[src/rtl/sram_ctrl_pkg.sv]
// Shared types and constants for the SRAM array controller.
// SRAM_PARITY_EN adds one even-parity column to the bitline width.
package sram_ctrl_pkg;

  typedef enum logic [1:0] {
    StIdle,
    StPre,
    StAct,
    StRec
  } state_e;

`ifdef SRAM_PARITY_EN
  localparam int unsigned PAR_W = 1;
`else
  localparam int unsigned PAR_W = 0;
`endif

  function automatic int unsigned bw_of(input int unsigned cols);
    return cols + PAR_W;
  endfunction

endpackage

[src/rtl/sram_sense_latch.sv]
// Per-column differential sense evaluation, gated by the sense-amp enable.
// The controller registers the result on the edge that closes the sense cycle.
module sram_sense_latch #(
  parameter int unsigned BW = 8
) (
  input  logic          sa_en_i,
  input  logic [BW-1:0] bl_i,
  input  logic [BW-1:0] br_i,
  output logic [BW-1:0] data_o,
  output logic          undev_o
);

  always_comb begin
    data_o  = '0;
    undev_o = 1'b0;
    if (sa_en_i) begin
      data_o  = bl_i & ~br_i;
      // A column whose BL and BR sit at the same level never developed a differential.
      undev_o = |(bl_i ~^ br_i);
    end
  end

endmodule

[src/rtl/sram_array_ctrl.sv]
// Precharge/access/sense/recovery sequencer for a ROWS x COLS 6T SRAM array.
// Define SRAM_PARITY_EN to store and check an even-parity column.
module sram_array_ctrl
  import sram_ctrl_pkg::*;
#(
  parameter int unsigned ROWS    = 16,
  parameter int unsigned COLS    = 8,
  parameter int unsigned AW      = 4,
  parameter int unsigned PRE_CYC = 2,
  parameter int unsigned ACT_CYC = 3,
  localparam int unsigned BW     = bw_of(COLS)
) (
  input  logic            clk,
  input  logic            rst,
  input  logic            req_valid,
  output logic            req_ready,
  input  logic            req_we,
  input  logic [AW-1:0]   req_addr,
  input  logic [COLS-1:0] req_wdata,
  output logic            rsp_valid,
  output logic [COLS-1:0] rsp_rdata,
  output logic            rsp_err,
  output logic            rsp_perr,
  output logic [ROWS-1:0] wl,
  output logic            pre_en,
  output logic            bl_oe,
  output logic [BW-1:0]   bl_out,
  output logic [BW-1:0]   br_out,
  input  logic [BW-1:0]   bl_in,
  input  logic [BW-1:0]   br_in,
  output logic            sa_en
);

  localparam int unsigned MaxCyc = (PRE_CYC > ACT_CYC) ? PRE_CYC : ACT_CYC;
  localparam int unsigned CntW   = (MaxCyc > 1) ? $clog2(MaxCyc) : 1;
  localparam logic [CntW-1:0] PreLast = CntW'(PRE_CYC - 1);
  localparam logic [CntW-1:0] ActLast = CntW'(ACT_CYC - 1);
  localparam logic [AW:0]     RowsW   = (AW + 1)'(ROWS);

  state_e          state_q, state_d;
  logic [CntW-1:0] cnt_q, cnt_d;
  logic            we_q, we_d;
  logic [AW-1:0]   addr_q, addr_d;
  logic [COLS-1:0] wdata_q, wdata_d;
  logic            bad_q, bad_d;

  logic            req_ready_q, req_ready_d;
  logic            rsp_valid_q, rsp_valid_d;
  logic [COLS-1:0] rsp_rdata_q, rsp_rdata_d;
  logic            rsp_err_q, rsp_err_d;
  logic            rsp_perr_q, rsp_perr_d;
  logic [ROWS-1:0] wl_q, wl_d;
  logic            pre_en_q, pre_en_d;
  logic            bl_oe_q, bl_oe_d;
  logic [BW-1:0]   bl_out_q, bl_out_d;
  logic [BW-1:0]   br_out_q, br_out_d;
  logic            sa_en_q, sa_en_d;

  logic [BW-1:0]   wdata_ext;
  logic [BW-1:0]   sense_data;
  logic            sense_undev;
  logic            sense_done;
  logic            act_ok;

`ifdef SRAM_PARITY_EN
  assign wdata_ext = {^wdata_q, wdata_q};
`else
  assign wdata_ext = wdata_q;
`endif

  sram_sense_latch #(
    .BW (BW)
  ) u_sense (
    .sa_en_i (sa_en_q),
    .bl_i    (bl_in),
    .br_i    (br_in),
    .data_o  (sense_data),
    .undev_o (sense_undev)
  );

  // Sequencer: request capture and phase counting.
  always_comb begin
    state_d    = state_q;
    cnt_d      = cnt_q;
    we_d       = we_q;
    addr_d     = addr_q;
    wdata_d    = wdata_q;
    bad_d      = bad_q;
    sense_done = 1'b0;
    unique case (state_q)
      StIdle: begin
        if (req_valid) begin
          state_d = StPre;
          cnt_d   = '0;
          we_d    = req_we;
          addr_d  = req_addr;
          wdata_d = req_wdata;
          bad_d   = ({1'b0, req_addr} >= RowsW);
        end
      end
      StPre: begin
        if (cnt_q == PreLast) begin
          state_d = StAct;
          cnt_d   = '0;
        end else begin
          cnt_d = cnt_q + 1'b1;
        end
      end
      StAct: begin
        if (cnt_q == ActLast) begin
          state_d    = StRec;
          cnt_d      = '0;
          sense_done = 1'b1;
        end else begin
          cnt_d = cnt_q + 1'b1;
        end
      end
      StRec: begin
        state_d = StIdle;
      end
      default: begin
        state_d = StIdle;
      end
    endcase
  end

  // Outputs are decoded from the next state so every pin comes straight from a flop.
  always_comb begin
    act_ok      = (state_d == StAct) && !bad_q;
    req_ready_d = (state_d == StIdle);
    pre_en_d    = (state_d == StPre);
    wl_d        = '0;
    for (int unsigned i = 0; i < ROWS; i++) begin
      wl_d[i] = act_ok && (addr_q == AW'(i));
    end
    bl_oe_d     = act_ok && we_q;
    bl_out_d    = (act_ok && we_q) ? wdata_ext : '0;
    br_out_d    = (act_ok && we_q) ? ~wdata_ext : '0;
    sa_en_d     = act_ok && !we_q && (cnt_d == ActLast);
    rsp_valid_d = (state_d == StRec);
    rsp_rdata_d = (sense_done && !we_q && !bad_q) ? sense_data[COLS-1:0] : '0;
    rsp_err_d   = sense_done && (bad_q || (!we_q && sense_undev));
`ifdef SRAM_PARITY_EN
    rsp_perr_d  = sense_done && !we_q && !bad_q && (^sense_data);
`else
    rsp_perr_d  = 1'b0;
`endif
  end

  always_ff @(posedge clk) begin
    if (rst) begin
      state_q     <= StIdle;
      cnt_q       <= '0;
      we_q        <= 1'b0;
      addr_q      <= '0;
      wdata_q     <= '0;
      bad_q       <= 1'b0;
      req_ready_q <= 1'b1;
      rsp_valid_q <= 1'b0;
      rsp_rdata_q <= '0;
      rsp_err_q   <= 1'b0;
      rsp_perr_q  <= 1'b0;
      wl_q        <= '0;
      pre_en_q    <= 1'b0;
      bl_oe_q     <= 1'b0;
      bl_out_q    <= '0;
      br_out_q    <= '0;
      sa_en_q     <= 1'b0;
    end else begin
      state_q     <= state_d;
      cnt_q       <= cnt_d;
      we_q        <= we_d;
      addr_q      <= addr_d;
      wdata_q     <= wdata_d;
      bad_q       <= bad_d;
      req_ready_q <= req_ready_d;
      rsp_valid_q <= rsp_valid_d;
      rsp_rdata_q <= rsp_rdata_d;
      rsp_err_q   <= rsp_err_d;
      rsp_perr_q  <= rsp_perr_d;
      wl_q        <= wl_d;
      pre_en_q    <= pre_en_d;
      bl_oe_q     <= bl_oe_d;
      bl_out_q    <= bl_out_d;
      br_out_q    <= br_out_d;
      sa_en_q     <= sa_en_d;
    end
  end

  assign req_ready = req_ready_q;
  assign rsp_valid = rsp_valid_q;
  assign rsp_rdata = rsp_rdata_q;
  assign rsp_err   = rsp_err_q;
  assign rsp_perr  = rsp_perr_q;
  assign wl        = wl_q;
  assign pre_en    = pre_en_q;
  assign bl_oe     = bl_oe_q;
  assign bl_out    = bl_out_q;
  assign br_out    = br_out_q;
  assign sa_en     = sa_en_q;

endmodule

[config.mk]
export PLATFORM = sky130hd
export DESIGN_NAME = sram_array_ctrl
export DESIGN_NICKNAME = d
export VERILOG_FILES = /design/src/rtl/sram_ctrl_pkg.sv /design/src/rtl/sram_sense_latch.sv /design/src/rtl/sram_array_ctrl.sv
export SDC_FILE = /design/constraint.sdc
export NUM_CORES = 1
export LEC_CHECK = 0
export BUFFER_PORTS_ARGS = -buffer_cell sky130_fd_sc_hd__buf_2
export CAP_MARGIN = 20
export CORE_MARGIN = 1
export CORE_UTILIZATION = 41
export DETAILED_ROUTE_END_ITERATION = 16
export GPL_TIMING_DRIVEN = 0
export PLACE_DENSITY = 0.71
export SETUP_SLACK_MARGIN = 0.4
export SLEW_MARGIN = 15
export SYNTH_ARGS = -nofsm -noshare
export SYNTH_HDL_FRONTEND = slang
export SYNTH_HIERARCHICAL = 1
export SYNTH_SLANG_ARGS = --single-unit
[constraint.sdc]
create_clock -name clk -period 1.8 [get_ports clk]
set_input_delay 0.18 -clock clk [delete_from_list [all_inputs] [get_ports clk]]
set_output_delay 0.18 -clock clk [all_outputs]
set_load 0.005 [all_outputs]
# Word-level counts from Yosys, hierarchy flattened
# Index checks and enable logic that the tools add are counted.
# totals
regBits,63
latch_bits,0
ramBits,0
rom_bits,0
inputBits,32
output_inout_bits,47
elab_cells,88
memories,0
# op_classes
add_sub_neg,1
n_mul,0
n_div,0
order_cmp,0
eq_ne,24
n_shift,0
muxes,11
bitwise_logic,7
reduce_logical,30
# op_table
op,n
$eq A4 B4 Y1 const B,8
$logic_and A1 B1 Y1,22
$eq A4 B3 Y1 const B,4
$not A8 Y8,2
$eq A2 B2 Y1 const B,6
$mux W2,6
$and A8 B8 Y8,1
$eq A4 B2 Y1 const B,2
$pmux W2 S4,1
$reduce_or A8 Y1,1
$xnor A8 B8 Y8,1
$eq A2 B1 Y1 const B,3
$pmux W2 S3,1
$eq A4 B1 Y1 const B,1
$logic_not A2 Y1,2
$logic_not A4 Y1,1
$mux W1,3
$not A1 Y1,3
$reduce_or A3 Y1,1
$add A2 B1 Y2 const B,1
$reduce_and A2 Y1,1
$reduce_or A2 Y1,1
$logic_not A1 Y1,1

# Logic depth before layout (Yosys ltp)
# Gate-level depths: netlist of the first run.
# depth
word_depth,7
depth_mapped,5
ltp_nobuf,5

# Modules after synthesis
# Netlist of the first run, hierarchy kept.
# modules_own_cells
module,n_inst,cells_per_inst,area_per_inst_um2,seq_area_each_um2
sram_array_ctrl,1,199,2068.2,1261.2
sram_sense_latch,1,27,212.7,0.0

# Worst setup path before layout of the first run
# OpenSTA, ideal clock, no wires.
# synth_timing
kind,register to register
from,register cnt_q[1]
to,register bl_out_q[0] (netlist: bl_out[0])
setup_ns,0.115
arrival_time_ns,1.222
required_ns,1.685
path_slack_ns,0.462
stages_incl_launch_ff,4
n_path_buf,0
synth_period_minus_slack_ns,1.338
path_cell_list,dfxtp_1 and4bb_4 or3_4 and3_1
# synth_between
elab_chain_len,7
word_cells_on_any_way,9
classes_between,eq/ne: 3; mux: 3; bitwise: 1; reduce/logical: 2
# synth_lines
item,line,text
from (decl),sram_array_ctrl.sv:41,"logic [CntW-1:0] cnt_q, cnt_d;"
from (signal assigned),sram_array_ctrl.sv:171,cnt_q <= cnt_d;
$eq A2 B2 Y1 / $eq A2 B1 Y1 (equally long branches),"sram_array_ctrl.sv:110, sram_array_ctrl.sv:102",
"$mux W2, on equally long branches","sram_array_ctrl.sv:110, sram_array_ctrl.sv:102",
$pmux W2 S4 (*),sram_array_ctrl.sv:90,unique case (state_q)
$eq A2 B2 Y1 (*),sram_array_ctrl.sv:129,act_ok = (state_d == StAct) && !bad_q;
$logic_and A1 B1 Y1 (*),sram_array_ctrl.sv:137,bl_out_d = (act_ok && we_q) ? wdata_ext : '0;
$not A1 Y1 (no source line) (*),--,
$reduce_or A2 Y1 (no source line) (*),--,
to (signal assigned),sram_array_ctrl.sv:184,bl_out_q <= bl_out_d;
to (decl),sram_array_ctrl.sv:55,"logic [BW-1:0] bl_out_q, bl_out_d;"
# Every way passes the cells marked *; elsewhere a longest branch is shown, timed or not.
# A chain may end at the register's enable or synchronous reset.

# Worst setup path after layout of the first run
# layout_timing
from,register cnt_q[1]
to,register wl_q[9] (netlist: wl[9])
# layout_between
elab_chain_len,5
word_cells_on_any_way,7
classes_between,eq/ne: 3; mux: 3; reduce/logical: 1
# layout_lines
item,line,text
$eq A2 B2 Y1 / $eq A2 B1 Y1 (equally long branches),"sram_array_ctrl.sv:110, sram_array_ctrl.sv:102",
"$mux W2, on equally long branches","sram_array_ctrl.sv:110, sram_array_ctrl.sv:102",
$pmux W2 S4 (*),sram_array_ctrl.sv:90,
$eq A2 B2 Y1 (*),sram_array_ctrl.sv:129,
$logic_and A1 B1 Y1 (*),sram_array_ctrl.sv:134,wl_d[i] = act_ok && (addr_q == AW'(i));
to (signal assigned),sram_array_ctrl.sv:181,wl_q <= wl_d;
to (decl),sram_array_ctrl.sv:52,"logic [ROWS-1:0] wl_q, wl_d;"
# Marks and branches as above.

==> out/results.ini, run 1 <==
[clocking]
insertion_delay_ns=0.33
postCtsHoldBufs=0
clockBufferDepth=2
htree_levels=3
clk_pin_slew_worst_paths_ns=0.07
cts-buffers-inserted=9
cts_tree=yes
clock_sinks=63
cts_root_buffer=clkbuf_8

[placed_design]
port_buffers=77
place_inst=373
gp_congestion=0.735
placed_cell_area_um2=2750
dp_hpwl_um=3090

[pwr]
powerDensity_nw_per_um2=936
combinationalPowerShare_pct=8.7
clkPwrFrac_pct=40.9
p_int_mw=2.21
leakage_nw=1.47
pwr-share-seq_pct=50.4
p_total_mw=2.89
vdd_ir_drop_max_uv=475
p_sw_mw=0.678
power.share.switching_pct=23.5

[drt]
post_drt_wl_per_cell_um=11.1
drc_errors=0
wirelength_um=4360
vias=1772
vias_per_cell=4.51
ant_nets=0
drt-pass1-iter-count=4
drt_iter0_drc=56

[sta]
slew_violations=0
slew_headroom_pct=66.1
finalCritPeriodShare_pct=76.3
min_period_ns=1.37
tightest_slew_ns=0.508
finClkSkew_ns=0.00775
setup_tns_ns=0
setup_viol=0
finalHoldViolCount=0
rsz0062_at_grt=yes
fmax_mhz=728

[yosys]
synth-seq-area-share_pct=55.3
synth_cells=226
synth_edf_count=0
synth-main-ff-cell=dfxtp_1
ys_warn_count=6
syn-num-nets=266
avgSynthCellArea_um2=10.1
async_flop_share_pct=0
netlist_area_um2=2280
synth_cell_types=39
ys_ff_latch=63

[global_route]
track_usage_pct=16.2
overflow=0
grt_pass1_wl_um=7230
grt_max_degree=12
grt_pass1_vias=1583
antenna_found_initial=0

[cells_and_area]
area_delta_synth_final_pct=35.2
nets=358
antennaDiodeCount=0
final_cell_mix=buf_2, dfxtp_1, nand2_1
drive_gt1_share_pct=40.6
instances_no_fill=393
final_area_um2=3080
layout_commonest_cell=buf_2
final_core_util_pct=58.9

[die]
io_pins=79
fp.dieH_um=76.6
die-area_um2=5870
num_rows=26
die_x_um=76.6
core_um2=5240
initial_core_util_pct=43.5

[setup_path]
crit_arrival_ns=1.59
critical_path.max_stage_delay_ns=0.39
critPathKind=flop to flop
cp_max_fo=10
required_ns=2.02
worstPathCellList=and4bb_4 -> nor3_4 -> buf_6 -> nor4_1
startpoint_type=flop
critPathSlowestCell=and4bb_4
critPathCaptureType=flop

[run]
drv_cap=0

[status]
status=complete, no violations

[hold_path]
hp-class=primary input to flop

==> synth_stat cells (all sizes together) (2+ instances only) <==
library cell / n / area, µm²
clkbuf: 6 / 22.5
nor3: 3 / 26.3
nor4: 12 / 103
buf: 7 / 42.5
nor2b: 2 / 12.5
nand2b: 7 / 43.8
inv: 9 / 33.8
nand2: 28 / 105
and3: 8 / 50.1
and2: 17 / 106
nor2: 12 / 45.0
dfxtp: 63 / 1260
nor4b: 8 / 70.1
ha: 8 / 100
nor3b: 2 / 25.0
a21oi: 14 / 70.1
or2: 3 / 18.8
a31oi: 2 / 12.5
==> worst max-delay path: cells and delay by family (launching register included) <==
family,cells,cell delay [ns]
and+or+nand+nor,3,0.75
DFF,1,0.36
buffers and inverters,1,0.16
==> registers in the layout (all words and copies together) (netlist names) <==
signal,cells
addr_q,4
bl_oe,1
bl_out,8
br_out,8
cnt_q,2
pre_en,1
req_ready,1
rsp_err,1
rsp_rdata,8
rsp_valid,1
sa_en,1
state_q,2
wdata_ext,8
we_q,1
wl,16
==> cell type report <==
type	instances	area, µm²
fill	460	2150
inverter	9	33.8
clock inverter	6	60.1
buffer	13	72.6
clock buffer	10	138
multi-input combinational	141	1010
timing repair buffer	81	415
tap	70	87.6
sequential	63	1270
==> metal layers <==
layer  vias to the layer above  global-route usage, %  part of all wire, %
met5                         -                      0                    0
met3                         4                   7.31                  6.4
met2                        62                   25.0                   46
met1                       763                   19.0                   46
met4                         0                   7.50                  1.6
li1                        943                      -                    -
==> repair_timing <==
action | 4_1_cts | 5_1_grt
cloned | 0 | 0
buffers inserted | 2 | 2
pin swaps | 2 | 2
gates resized for setup | 7 | 19
hold endpoints to repair | 0 | 0
setup endpoints to repair | 28 | 47
==> logic make-up after synthesis <==
kind of cell             Yosys count  share of synthesized area, %
buffers and inverters             22                          4.33
flip-flops                        63                          55.3
XOR/XNOR                           1                         0.384
adder cells (fa/ha/maj)            8                          4.39
AO/OA/AOI/OAI                     21                          5.60
multiplexers                       1                         0.439
AND/OR/NAND/NOR                  109                          29.4
other                              1                         0.164
==> metrics by stage <==
step	worst slack (ns)	hold slack, ns
finish	0.427	0.0889
global route	0.347	0.0688
CTS	0.403	0.0713
detailed placement	0.228	0.419
global placement	0.244	0.416
floorplan	0.462	0.279
==> worst paths after layout <==
check	from	end	cells after the start	slack (ns)
setup / recovery	cnt_q[1]	wl[9]	4	0.43
hold / removal	req_wdata[7]	wdata_ext[7]	3	0.09
setup reg to reg	cnt_q[1]	wl[9]	4	0.43
hold reg to reg	wdata_ext[4]	br_out[4]	1	0.43
==> power by group through the flow <==
stage	logic, mW	clock network, mW	registers, mW
floorplan	0.150	0	1.48
global placement	0.221	0	1.48
detailed placement	0.227	0	1.49
CTS	0.235	1.22	1.46
global route	0.280	1.29	1.46
finish	0.250	1.18	1.46
No activity file was read; power rests on OpenSTA's default activity.
==> run 2, diff against run 1 <==
clock period = 1.4 ns   (was 1.8 ns; I/O delays follow)
==> out/results.ini, run 2 (synthesis gave the netlist of run 1 again) <==
[global_route]
overflow=0  ; unchanged
grt_pass1_vias=1857  ; was 1,583
track_usage_pct=19.0  ; was 16.2%
antenna_found_initial=0  ; unchanged
grt_pass1_wl_um=8510  ; was 7230 µm
grt_max_degree=11  ; was 12

[sta]
slew_violations=0  ; unchanged
finalCritPeriodShare_pct=97.8  ; was 76.3%
setup_tns_ns=0  ; unchanged
slew_headroom_pct=54.7  ; was 66.1%
finalHoldViolCount=0  ; unchanged
fin_hold_ws_ns=0.0398  ; was 0.0889 ns
fmax_mhz=730  ; was 728 MHz
tightest_slew_ns=0.679  ; was 0.508 ns
min_period_ns=1.37  ; about the same
finClkSkew_ns=0.00592  ; was 0.00775 ns
setup_viol=0  ; unchanged
rsz0062_at_grt=yes  ; unchanged

[setup_path]
critPathKind=flop to flop  ; unchanged
required_ns=1.64  ; was 2.02 ns
crit_arrival_ns=1.61  ; was 1.59 ns
critical_path.max_stage_delay_ns=0.46  ; was 0.39 ns
worstPathCellList=and3b_2 -> or3_4 -> and3_4  ; was and4bb_4 -> nor3_4 -> buf_6 -> nor4_1
critPathCaptureType=flop  ; unchanged
critPathSlowestCell=or3_4  ; was and4bb_4
startpoint_type=flop  ; unchanged
cp_max_fo=8  ; was 10

[clocking]
clockBufferDepth=2  ; unchanged
clock_sinks=63  ; unchanged
htree_levels=3  ; unchanged
cts_tree=yes  ; unchanged
postCtsHoldBufs=0  ; unchanged
insertion_delay_ns=0.34  ; was 0.33 ns
cts-buffers-inserted=9  ; unchanged
clk_pin_slew_worst_paths_ns=0.06  ; was 0.07 ns
cts_root_buffer=clkbuf_8  ; unchanged

[placed_design]
place_inst=373  ; unchanged
gp_congestion=0.788  ; was 0.735
dp_hpwl_um=3060  ; was 3090 µm
port_buffers=77  ; unchanged

[drt]
vias=1961  ; was 1,772
ant_nets=0  ; unchanged
vias_per_cell=4.85  ; was 4.51
post_drt_wl_per_cell_um=13.4  ; was 11.1 µm
drc_errors=0  ; unchanged
wirelength_um=5430  ; was 4360 µm
drt-pass1-iter-count=4  ; unchanged
drt_iter0_drc=92  ; was 56

[die]
die-area_um2=5870  ; unchanged
die_x_um=76.6  ; unchanged
fp.dieH_um=76.6  ; unchanged
core_um2=5240  ; unchanged
initial_core_util_pct=43.5  ; unchanged
num_rows=26  ; unchanged
io_pins=79  ; unchanged

[pwr]
vdd_ir_drop_max_uv=562  ; was 475 µV
leakage_nw=1.58  ; was 1.47 nW
powerDensity_nw_per_um2=1130  ; was 936 nW/µm²

[cells_and_area]
antennaDiodeCount=0  ; unchanged
instances_no_fill=404  ; was 393
layout_commonest_cell=buf_2  ; unchanged
n_fill_cell=393  ; was 460
nets=370  ; was 358
final_cell_mix=buf_2, dfxtp_1, and2_1  ; was buf_2, dfxtp_1, nand2_1
largest_reg_flops=16  ; unchanged
area_delta_synth_final_pct=51.9  ; was 35.2%
final_core_util_pct=66.1  ; was 58.9%
drive_gt1_share_pct=58.1  ; was 40.6%

[hold_path]
hp-class=primary input to flop  ; unchanged

[run]
drv_cap=0  ; unchanged

[status]
status=complete, no violations  ; unchanged

run 2: cell count changes in the layout (fill, tap and decap cells not counted), moves of 8 or more:
cell and delta:
nand2_1 -17, and3_4 +8, nand2_2 +16, a21oi_2 +11, buf_6 +11, and3_1 -8
a21oi_1 -11
run 2: worst paths after layout:
kind / from / to / slack [ns] / cells past startpoint
worst max register to register: state_q[0] / bl_out[5] / 0.03 / 3
worst min-delay path: req_wdata[1] / wdata_ext[1] / 0.04 / 3
worst max-delay path: state_q[0] / bl_out[5] / 0.03 / 3
worst min register to register: wdata_ext[3] / br_out[3] / 0.45 / 1
run 2: power breakdown:
group,internal [mW],switching (mW)
Clock,0.899,0.655
Sequential,1.83,0.0477
Combinational,0.233,0.245
Total,2.96,0.947
run 2: critical path: cells and delay by family (launching register included):
family / cells / cell delay [ns]
flip-flops: 1 / 0.38
AND/OR/NAND/NOR: 3 / 0.89
run 2: what timing repair did:
item                                    in CTS  in global routing
cloned                                       1                  2
endpoints found under the setup margin      62                 63
buffers inserted                            11                  2
resized for setup                           56                 34
pin swaps                                   14                 14
run 2: area by class of cell:
| class | instances | area, µm² | share of cell area [%] |
|---|---|---|---|
| multi-input cells | 141 | 1210 | 35.0 |
| plain buffers | 13 | 103 | 2.96 |
| repair buffers | 93 | 552 | 15.9 |
| inverters | 9 | 33.8 | 0.975 |
| clock buffers | 11 | 151 | 4.37 |
| well taps | 70 | 87.6 | 2.53 |
| clock inverters | 4 | 45.0 | 1.30 |
| flip-flops and latches | 63 | 1280 | 36.9 |
run 2: metrics by stage:
| stage | worst slack, ns | instance area, µm² | power [mW] |
|---|---|---|---|
| floorplan | 0.165 | 2330 | 2.12 |
| global placement | -0.0544 | 2800 | 2.21 |
| detailed placement | -0.0818 | 2800 | 2.22 |
| CTS | 0.0823 | 3320 | 3.86 |
| global route | 0.0114 | 3460 | 4.07 |
| finish | 0.0303 | 3460 | 3.91 |
run 2: per-layer routing:
metal / up-vias / global-route usage, % / wire length [µm]
met1: 899 / 21.3 / 2130
met4: 0 / 10.2 / 103
met3: 10 / 6.95 / 427
li1: 970 / - / -
met2: 82 / 31.4 / 2770
met5: - / 0 / 0
==> run 3, diff against run 2 <==
clock period = 1.45 ns   (was 1.4 ns; I/O delays follow)
==> out/results.ini, run 3 (synthesis gave the netlist of run 1 again) <==
[status]
status=complete, no violations  ; unchanged

[sta]
rsz0062_at_grt=yes  ; unchanged
tightest_slew_ns=0.675  ; was 0.679 ns
slew_headroom_pct=55.0  ; was 54.7%
fmax_mhz=735  ; was 730 MHz
finalHoldViolCount=0  ; unchanged
finalCritPeriodShare_pct=93.8  ; was 97.8%
finClkSkew_ns=0.00455  ; was 0.00592 ns
setup_viol=0  ; unchanged
slew_violations=0  ; unchanged
fin_hold_ws_ns=0.0511  ; was 0.0398 ns
min_period_ns=1.36  ; was 1.37 ns
layout_setup_ws_ns=0.0896  ; was 0.0303 ns

[clocking]
cts_tree=yes  ; unchanged
cts_root_buffer=clkbuf_8  ; unchanged
clk_pin_slew_worst_paths_ns=0.07  ; was 0.06 ns
cts-buffers-inserted=9  ; unchanged
insertion_delay_ns=0.33  ; was 0.34 ns
clockBufferDepth=2  ; unchanged
htree_levels=3  ; unchanged
clock_sinks=63  ; unchanged
postCtsHoldBufs=0  ; unchanged

[cells_and_area]
area_delta_synth_final_pct=48.0  ; was 51.9%
n_fill_cell=443  ; was 393
antennaDiodeCount=0  ; unchanged
final_core_util_pct=64.5  ; was 66.1%
drive_gt1_share_pct=51.2  ; was 58.1%
layout_commonest_cell=buf_2  ; unchanged
largest_reg_flops=16  ; unchanged
final_cell_mix=buf_2, dfxtp_1, nand2_1  ; was buf_2, dfxtp_1, and2_1
nets=366  ; was 370

[drt]
wirelength_um=4910  ; was 5430 µm
post_drt_wl_per_cell_um=12.3  ; was 13.4 µm
drt_iter0_drc=53  ; was 92
vias=1894  ; was 1,961
ant_nets=0  ; unchanged
drt-pass1-iter-count=4  ; unchanged
vias_per_cell=4.74  ; was 4.85
drc_errors=0  ; unchanged

[setup_path]
crit_buf_inv=0  ; unchanged
critical_path.top_delay_family=simple AND/OR/NAND/NOR gates  ; unchanged
critPathSlowestCell=or3_4  ; unchanged
worstPathCellList=and3b_2 -> or3_4 -> and3_4  ; unchanged
startpoint_type=flop  ; unchanged
critPathKind=flop to flop  ; unchanged
crit_arrival_ns=1.59  ; was 1.61 ns
cp_max_fo=8  ; unchanged
critPathCaptureType=flop  ; unchanged
required_ns=1.68  ; was 1.64 ns
critical_path.max_stage_delay_ns=0.43  ; was 0.46 ns

[pwr]
leakage_nw=1.59  ; was 1.58 nW
vdd_ir_drop_max_uv=677  ; was 562 µV
powerDensity_nw_per_um2=1100  ; was 1130 nW/µm²
p_total_mw=3.73  ; was 3.91 mW

[die]
die_x_um=76.6  ; unchanged
core_um2=5240  ; unchanged
num_rows=26  ; unchanged
initial_core_util_pct=43.5  ; unchanged
fp.dieH_um=76.6  ; unchanged
io_pins=79  ; unchanged
die-area_um2=5870  ; unchanged

[placed_design]
port_buffers=77  ; unchanged
preCtsSetupSlack_ns=-0.0393  ; was -0.0818 ns
dp_hpwl_um=3050  ; was 3060 µm
gp_congestion=0.754  ; was 0.788

[global_route]
overflow=0  ; unchanged
track_usage_pct=17.6  ; was 19.0%
grt_pass1_wl_um=7960  ; was 8510 µm
grt_max_degree=11  ; unchanged
grt_pass1_vias=1832  ; was 1,857
antenna_found_initial=0  ; unchanged

[hold_path]
hp-class=primary input to flop  ; unchanged

[run]
drv_cap=0  ; unchanged

==> run 3: cell count changes in the layout (fill, tap and decap cells not counted), moves of 4 or more <==
cell,delta
nand2_1,+9
nand2_2,-11
and3_1,+5
a21oi_2,-6
a21oi_1,+6
buf_6,-4
and3_4,-5
==> run 3: metal layers <==
layer	track usage, %	routed length (µm)	vias to the layer above	part of all wire, %
met4	10.2	68	0	1.4
met1	20.0	2180	857	44
met5	0	0	-	0
li1	-	-	965	-
met3	6.23	341	6	6.9
met2	28.5	2320	66	47
==> run 3: path summary, 6_finish.rpt <==
check	from	to	slack [ns]	cells after the start
setup / recovery	state_q[0]	bl_out[1]	0.09	3
hold / removal	req_wdata[1]	wdata_ext[1]	0.05	3
hold reg to reg	wdata_ext[4]	br_out[4]	0.45	1
setup reg to reg	state_q[0]	bl_out[1]	0.09	3
==> run 3: worst reg2reg max path: stages, from the launching register on <==
cell and delay [ns]:
dfxtp_4 0.38, and3b_2 0.26, or3_4 0.43, and3_4 0.19
==> run 3: timing repair <==
item	in CTS	in global routing
endpoints found under the setup margin	59	61
setup buffers	9	1
hold endpoints to repair	0	0
pin swaps	12	3
gates cloned	1	1
gates resized for setup	41	24
==> run 3: power by group <==
group / internal [mW] / switching, mW
Sequential: 1.77 / 0.0467
Combinational: 0.206 / 0.209
Clock: 0.875 / 0.618
Total: 2.85 / 0.874
==> run 3: final cells by class <==
type,count,area [µm²],share of cell area [%]
inverter,9,33.8,1.00
tap,70,87.6,2.59
multi-input combinational,141,1160,34.4
buffer,13,101,3.00
sequential,63,1280,37.8
clock inverter,3,42.5,1.26
timing repair buffer,89,518,15.3
clock buffer,12,155,4.60
==> run 3: metrics by stage <==
stage               instance area, µm²  instances  setup TNS, ns
floorplan                         2330        226              0
global placement                  2800        373       -0.00843
detailed placement                2800        373         -0.179
CTS                               3260        398              0
global route                      3380        400              0
finish                            3380        400              0
